<file path="config.mk">
export PLATFORM = sky130hd
export DESIGN_NAME = pwm_peripheral
export DESIGN_NICKNAME = d
export VERILOG_FILES = /design/src/rtl/pwm_peripheral.sv
export SDC_FILE = /design/constraint.sdc
export NUM_CORES = 1
export LEC_CHECK = 0
export CORE_MARGIN = 2
export CORE_UTILIZATION = 32
export DETAILED_ROUTE_END_ITERATION = 10
export PLACE_DENSITY = 0.58
export SLEW_MARGIN = 15
export SYNTH_ARGS = -nofsm -noshare
export SYNTH_HDL_FRONTEND = slang
export SYNTH_SLANG_ARGS = --single-unit
export TNS_END_PERCENT = 20
</file>
<file path="constraint.sdc">
create_clock -name clk -period 4.04 [get_ports clk]
set_clock_uncertainty 0.2 [all_clocks]
set_input_delay 0.808 -clock clk [delete_from_list [all_inputs] [get_ports clk]]
set_output_delay 0.808 -clock clk [all_outputs]
set_load 0.02 [all_outputs]
</file>
<file path="src/rtl/pwm_peripheral.sv">
// pwm_peripheral: 16-channel output driver with one shared 8-bit PWM waveform.
//   clk, rst_n            : clock, asynchronous active-low reset
//   en_reg_out_15_8/7_0   : per-channel output enable
//   en_reg_pwm_15_8/7_0   : per-channel PWM-mode select (static high when 0)
//   pwm_duty_cycle        : requested duty, loaded into the shadow at each wrap
//   out                   : registered channel outputs
//   period_strobe         : registered one-clk pulse on the first step of each period
module pwm_peripheral #(
  parameter int unsigned PRESCALE = 13
) (
  input  logic        clk,
  input  logic        rst_n,
  input  logic [7:0]  en_reg_out_7_0,
  input  logic [7:0]  en_reg_out_15_8,
  input  logic [7:0]  en_reg_pwm_7_0,
  input  logic [7:0]  en_reg_pwm_15_8,
  input  logic [7:0]  pwm_duty_cycle,
  output logic [15:0] out,
  output logic        period_strobe
);

  localparam int unsigned PRE_W = (PRESCALE > 1) ? $clog2(PRESCALE) : 1;
  localparam logic [PRE_W-1:0] PRE_MAX = PRE_W'(PRESCALE - 1);

  logic [PRE_W-1:0] r_pre_cnt;
  logic [PRE_W-1:0] w_pre_nxt;
  logic [7:0]       r_pwm_cnt;
  logic [7:0]       w_cnt_nxt;
  logic [7:0]       r_duty_sh;
  logic [7:0]       w_duty_nxt;
  logic             w_tick;
  logic             w_wrap;
  logic             w_pwm_raw;
  logic [15:0]      w_en_out;
  logic [15:0]      w_en_pwm;
  logic [15:0]      w_out_nxt;

  // Counter/shadow next state. The waveform is evaluated on the next-state
  // step and duty so that the registered out shows step 0 with the new duty
  // in the very clk that period_strobe is high.
  always_comb begin
    w_en_out   = {en_reg_out_15_8, en_reg_out_7_0};
    w_en_pwm   = {en_reg_pwm_15_8, en_reg_pwm_7_0};
    w_tick     = (r_pre_cnt == PRE_MAX);
    w_wrap     = w_tick && (r_pwm_cnt == 8'hFF);
    w_pre_nxt  = w_tick ? '0 : r_pre_cnt + PRE_W'(1);
    w_cnt_nxt  = w_tick ? r_pwm_cnt + 8'd1 : r_pwm_cnt;
    w_duty_nxt = w_wrap ? pwm_duty_cycle : r_duty_sh;
    // Duty 255 is forced fully high rather than 255/256.
    w_pwm_raw  = (w_duty_nxt == 8'hFF) || (w_cnt_nxt < w_duty_nxt);
    w_out_nxt  = w_en_out & (~w_en_pwm | {16{w_pwm_raw}});
  end

  // Counters, duty shadow and registered outputs.
  always_ff @(posedge clk or negedge rst_n) begin
    if (!rst_n) begin
      r_pre_cnt     <= '0;
      r_pwm_cnt     <= 8'd0;
      r_duty_sh     <= 8'd0;
      out           <= 16'h0000;
      period_strobe <= 1'b0;
    end else begin
      r_pre_cnt     <= w_pre_nxt;
      r_pwm_cnt     <= w_cnt_nxt;
      r_duty_sh     <= w_duty_nxt;
      out           <= w_out_nxt;
      period_strobe <= w_wrap;
    end
  end

endmodule

</file>
==> impl_metrics.csv <==
group,metric,value,unit
run_status,status,"completed",
clock_network,cts_hold_buf,0,
logic_synthesis,synthArstFlopShare,100,%
clock_network,post_cts_resized,0,
clock_network,path_clk_slew,0.07,ns
setup_path,cp.arrival,3.61,ns
finish,fin_nets,272,
logic_synthesis,syn-cell-area,0.00186,sq mm
placement,placed_area,0.00250,sq mm
min_path,hold_path.class,"register to register",
logic_synthesis,synth.avg_cell_area,11.8,sq um
logic_synthesis,synth-edff-count,0,
logic_synthesis,yosysMostFrequentCell,"dfrtp_1",
timing,final-max-slew-violation-count,0,
timing,rsz0062_at_grt,"no",
global_routing,grt_pass1_wl,6400,um
finish,drive_above_1_share,12.7,%
logic_synthesis,yosysWarnings,0,
logic_synthesis,synthDominantCellAreaShare,49.7,%
finish,diodes,0,
logic_synthesis,synth_nets,210,
global_routing,grt_start_max_net_pins,38,
placement,port_buffers,58,
logic_synthesis,ys_types,28,
setup_path,cp_max_fo,16,
global_routing,grt.total_usage,13.3,%
floorplanning,ioPinCount,59,
drt,drt_iter0_drc,53,
floorplanning,die_area,0.00644,sq mm
drt,ant_nets,0,
setup_path,crit_path_end_kind,"register",
drt,vias,1367,
floorplanning,fp.dieH,80.3,um
floorplanning,die_x,80.3,um
placement,dp_hpwl,2990,um
floorplanning,row_count,27,
drt,wl_per_cell,13.2,um
floorplanning,core-area,0.00557,sq mm
floorplanning,initial_core_util,33.4,%
timing,worst_pin_slew,0.823,ns
power,power.density,287,mW/mm^2
power,ir_drop,0.111,mV
clock_network,clockBufferDepth,2,
timing,min_period,3.62,ns
drt,drt_wl_total,3880,um
global_routing,grt_overflow,0,
timing,final-hold-violation-count,0,
clock_network,cts_setup_buffers,0,
logic_synthesis,synth.top_cells.by_count,"37 x dfrtp_1, 29 x inv_1, 10 x a41oi_2, 10 x ha_1, 8 x nand2_1",
drt,drc,0,
placement,place_ws,0.390,ns
finish,stdcell_area,0.00260,sq mm
clock_network,root_buffer,"clkbuf_8",
logic_synthesis,synth-main-ff-cell,"dfrtp_1",
timing,relSlewSlack,45.1,%
clock_network,cts_tree,"built",
logic_synthesis,yosysTopAreaCell,"dfrtp_1",
setup_path,path_class,"register to register",
timing,layout_setup_ws,0.425,ns
global_routing,grt_pass1_vias,1427,
power,combPwrFrac,11.7,%
logic_synthesis,ys_seq_elements,37,
power,seq_power_share,51.0,%
power,switchingPower,0.160,mW
power,sw_frac_of_total,21.4,%
setup_path,critPathMaxStageDelay,0.64,ns
drt,detail_route.first_pass.iterations,4,
flow_run,drv_cap,0,
logic_synthesis,netlist_instances,158,
setup_path,worst_path_max_delay_cell,"or3_1",
clock_network,clk_latency,0.28,ns
global_routing,antenna_found_initial,0,
finish,synthToLayoutAreaGrowth,39.8,%
timing,fmaxAchievable,0.277,GHz
timing,period_share,89.5,%
drt,avgViaCountPerCell,4.67,
clock_network,htreeDepth,2,
power,cellLeakagePower,1.16,nW
clock_network,cts_made_buffers,5,
timing,setup_viol,0,
placement,gp_congestion,0.768,
setup_path,crit_chain,"inv_1, ha_1, nand4_4, nor3_4, mux2_2, inv_1, ha_1, a21oi_1, o21ai_0, or3_1, a41oi_1",
power,p_clk_share,37.3,%
setup_path,path_buf_inv,2,
power,p_int,0.586,mW
setup_path,worstPathRequired,4.04,ns
logic_synthesis,synth_area_leaders,"dfrtp_1 50%, a41oi_2 8.7%, ha_1 6.7%",
clock_network,cts.sinks,37,
setup_path,critPathTopFamily,"simple AND/OR/NAND/NOR gates",
logic_synthesis,seq_area_frac_synth,49.7,%
setup_path,worstSetupStartpointType,"register",
timing,setup_tns,0,ns
-- power groups by stage --
stage                     clock, mW  combinational (mW)  sequential (mW)
after floorplan                   0              0.0110            0.399
final                         0.278              0.0875            0.381
after detailed placement          0              0.0891            0.388
after global routing          0.307              0.0946            0.381
after CTS                     0.290              0.0893            0.381
after global placement            0              0.0891            0.388
-- through the flow --
stage                     hold WS, ns  power, mW  utilization, %  cells
after floorplan                 0.253      0.410               -    158
after global routing            0.324      0.782            46.7    293
after detailed placement        0.275      0.477            44.9    285
after global placement          0.265      0.477            44.9    285
final                           0.287      0.746            46.7    293
after CTS                       0.287      0.760            46.7    293
-- path summary, 6_finish.rpt --
path                       cells after the start                      to  slack, ns                    from
setup / recovery                              11        out[1]$_DFF_PN0_       0.42  r_pre_cnt[0]$_DFF_PN0_
max in group asynchronous                      1  r_duty_sh[2]$_DFF_PN0_       2.70                   rst_n
min in group asynchronous                      1       out[12]$_DFF_PN0_       0.42                   rst_n
setup reg to reg                              11        out[1]$_DFF_PN0_       0.42  r_pre_cnt[0]$_DFF_PN0_
hold / removal                                 1  r_pre_cnt[0]$_DFF_PN0_       0.29  r_pre_cnt[0]$_DFF_PN0_
hold reg to reg                                1  r_pre_cnt[0]$_DFF_PN0_       0.29  r_pre_cnt[0]$_DFF_PN0_
-- metal layers --
layer  vias to the layer above  track usage, %  share of wire (%)
met5                         -               0                  0
met4                         0            4.58                1.4
met3                         6            6.85                 11
met1                       632            15.3                 41
met2                        49            21.2                 46
li1                        680               -                  -
-- worst register-to-register path, cell delays in order (launching register included) --
cell	delay (ns)
dfrtp_1	0.41
inv_1	0.09
ha_1	0.25
nand4_4	0.16
nor3_4	0.52
mux2_2	0.42
inv_1	0.06
ha_1	0.23
a21oi_1	0.14
o21ai_0	0.12
or3_1	0.64
a41oi_1	0.32
-- cell type report --
class | instances | area, sq um
Fill cell | 528 | 2970
Clock inverter | 1 | 5.00
Sequential cell | 37 | 926
Inverter | 29 | 109
Timing Repair Buffer | 60 | 591
Tap cell | 72 | 90.1
Clock buffer | 7 | 96.3
Multi-Input combinational cell | 87 | 786
-- cell usage in the layout, fill, tap and decap left out, types with 3 or more instances in the layout --
cell type / Yosys / routed
a21oi_1: 5 / 5
a41oi_1: 6 / 6
a41oi_2: 10 / 10
clkbuf_8: 1 / 7
clkdlybuf4s50_1: 0 / 57
dfrtp_1: 37 / 37
ha_1: 10 / 10
inv_1: 29 / 29
mux2_2: 3 / 3
mux2i_1: 6 / 5
nand2_1: 8 / 8
nand3_1: 4 / 4
nand4_1: 7 / 7
nor2_1: 5 / 5
o21ai_0: 3 / 3
xnor2_1: 7 / 7
-- registers in the layout (all words and copies together), names as in the netlist --
register and cells:
r_pwm_cnt 8, r_pre_cnt 4, out 16, r_duty_sh 8, period_strobe 1
-- logic make-up after synthesis --
logic type,after synthesis,share of synthesized area (%)
muxes,9,5.04
and+or+nand+nor,33,11.2
xor gates and xnor gates,8,3.76
buffers and inverters,34,8.27
DFF,37,49.7
adders and majority gates,10,6.72
AOI/OAI and AO/OA,27,15.3
No activity file was read; power rests on OpenSTA's default activity.
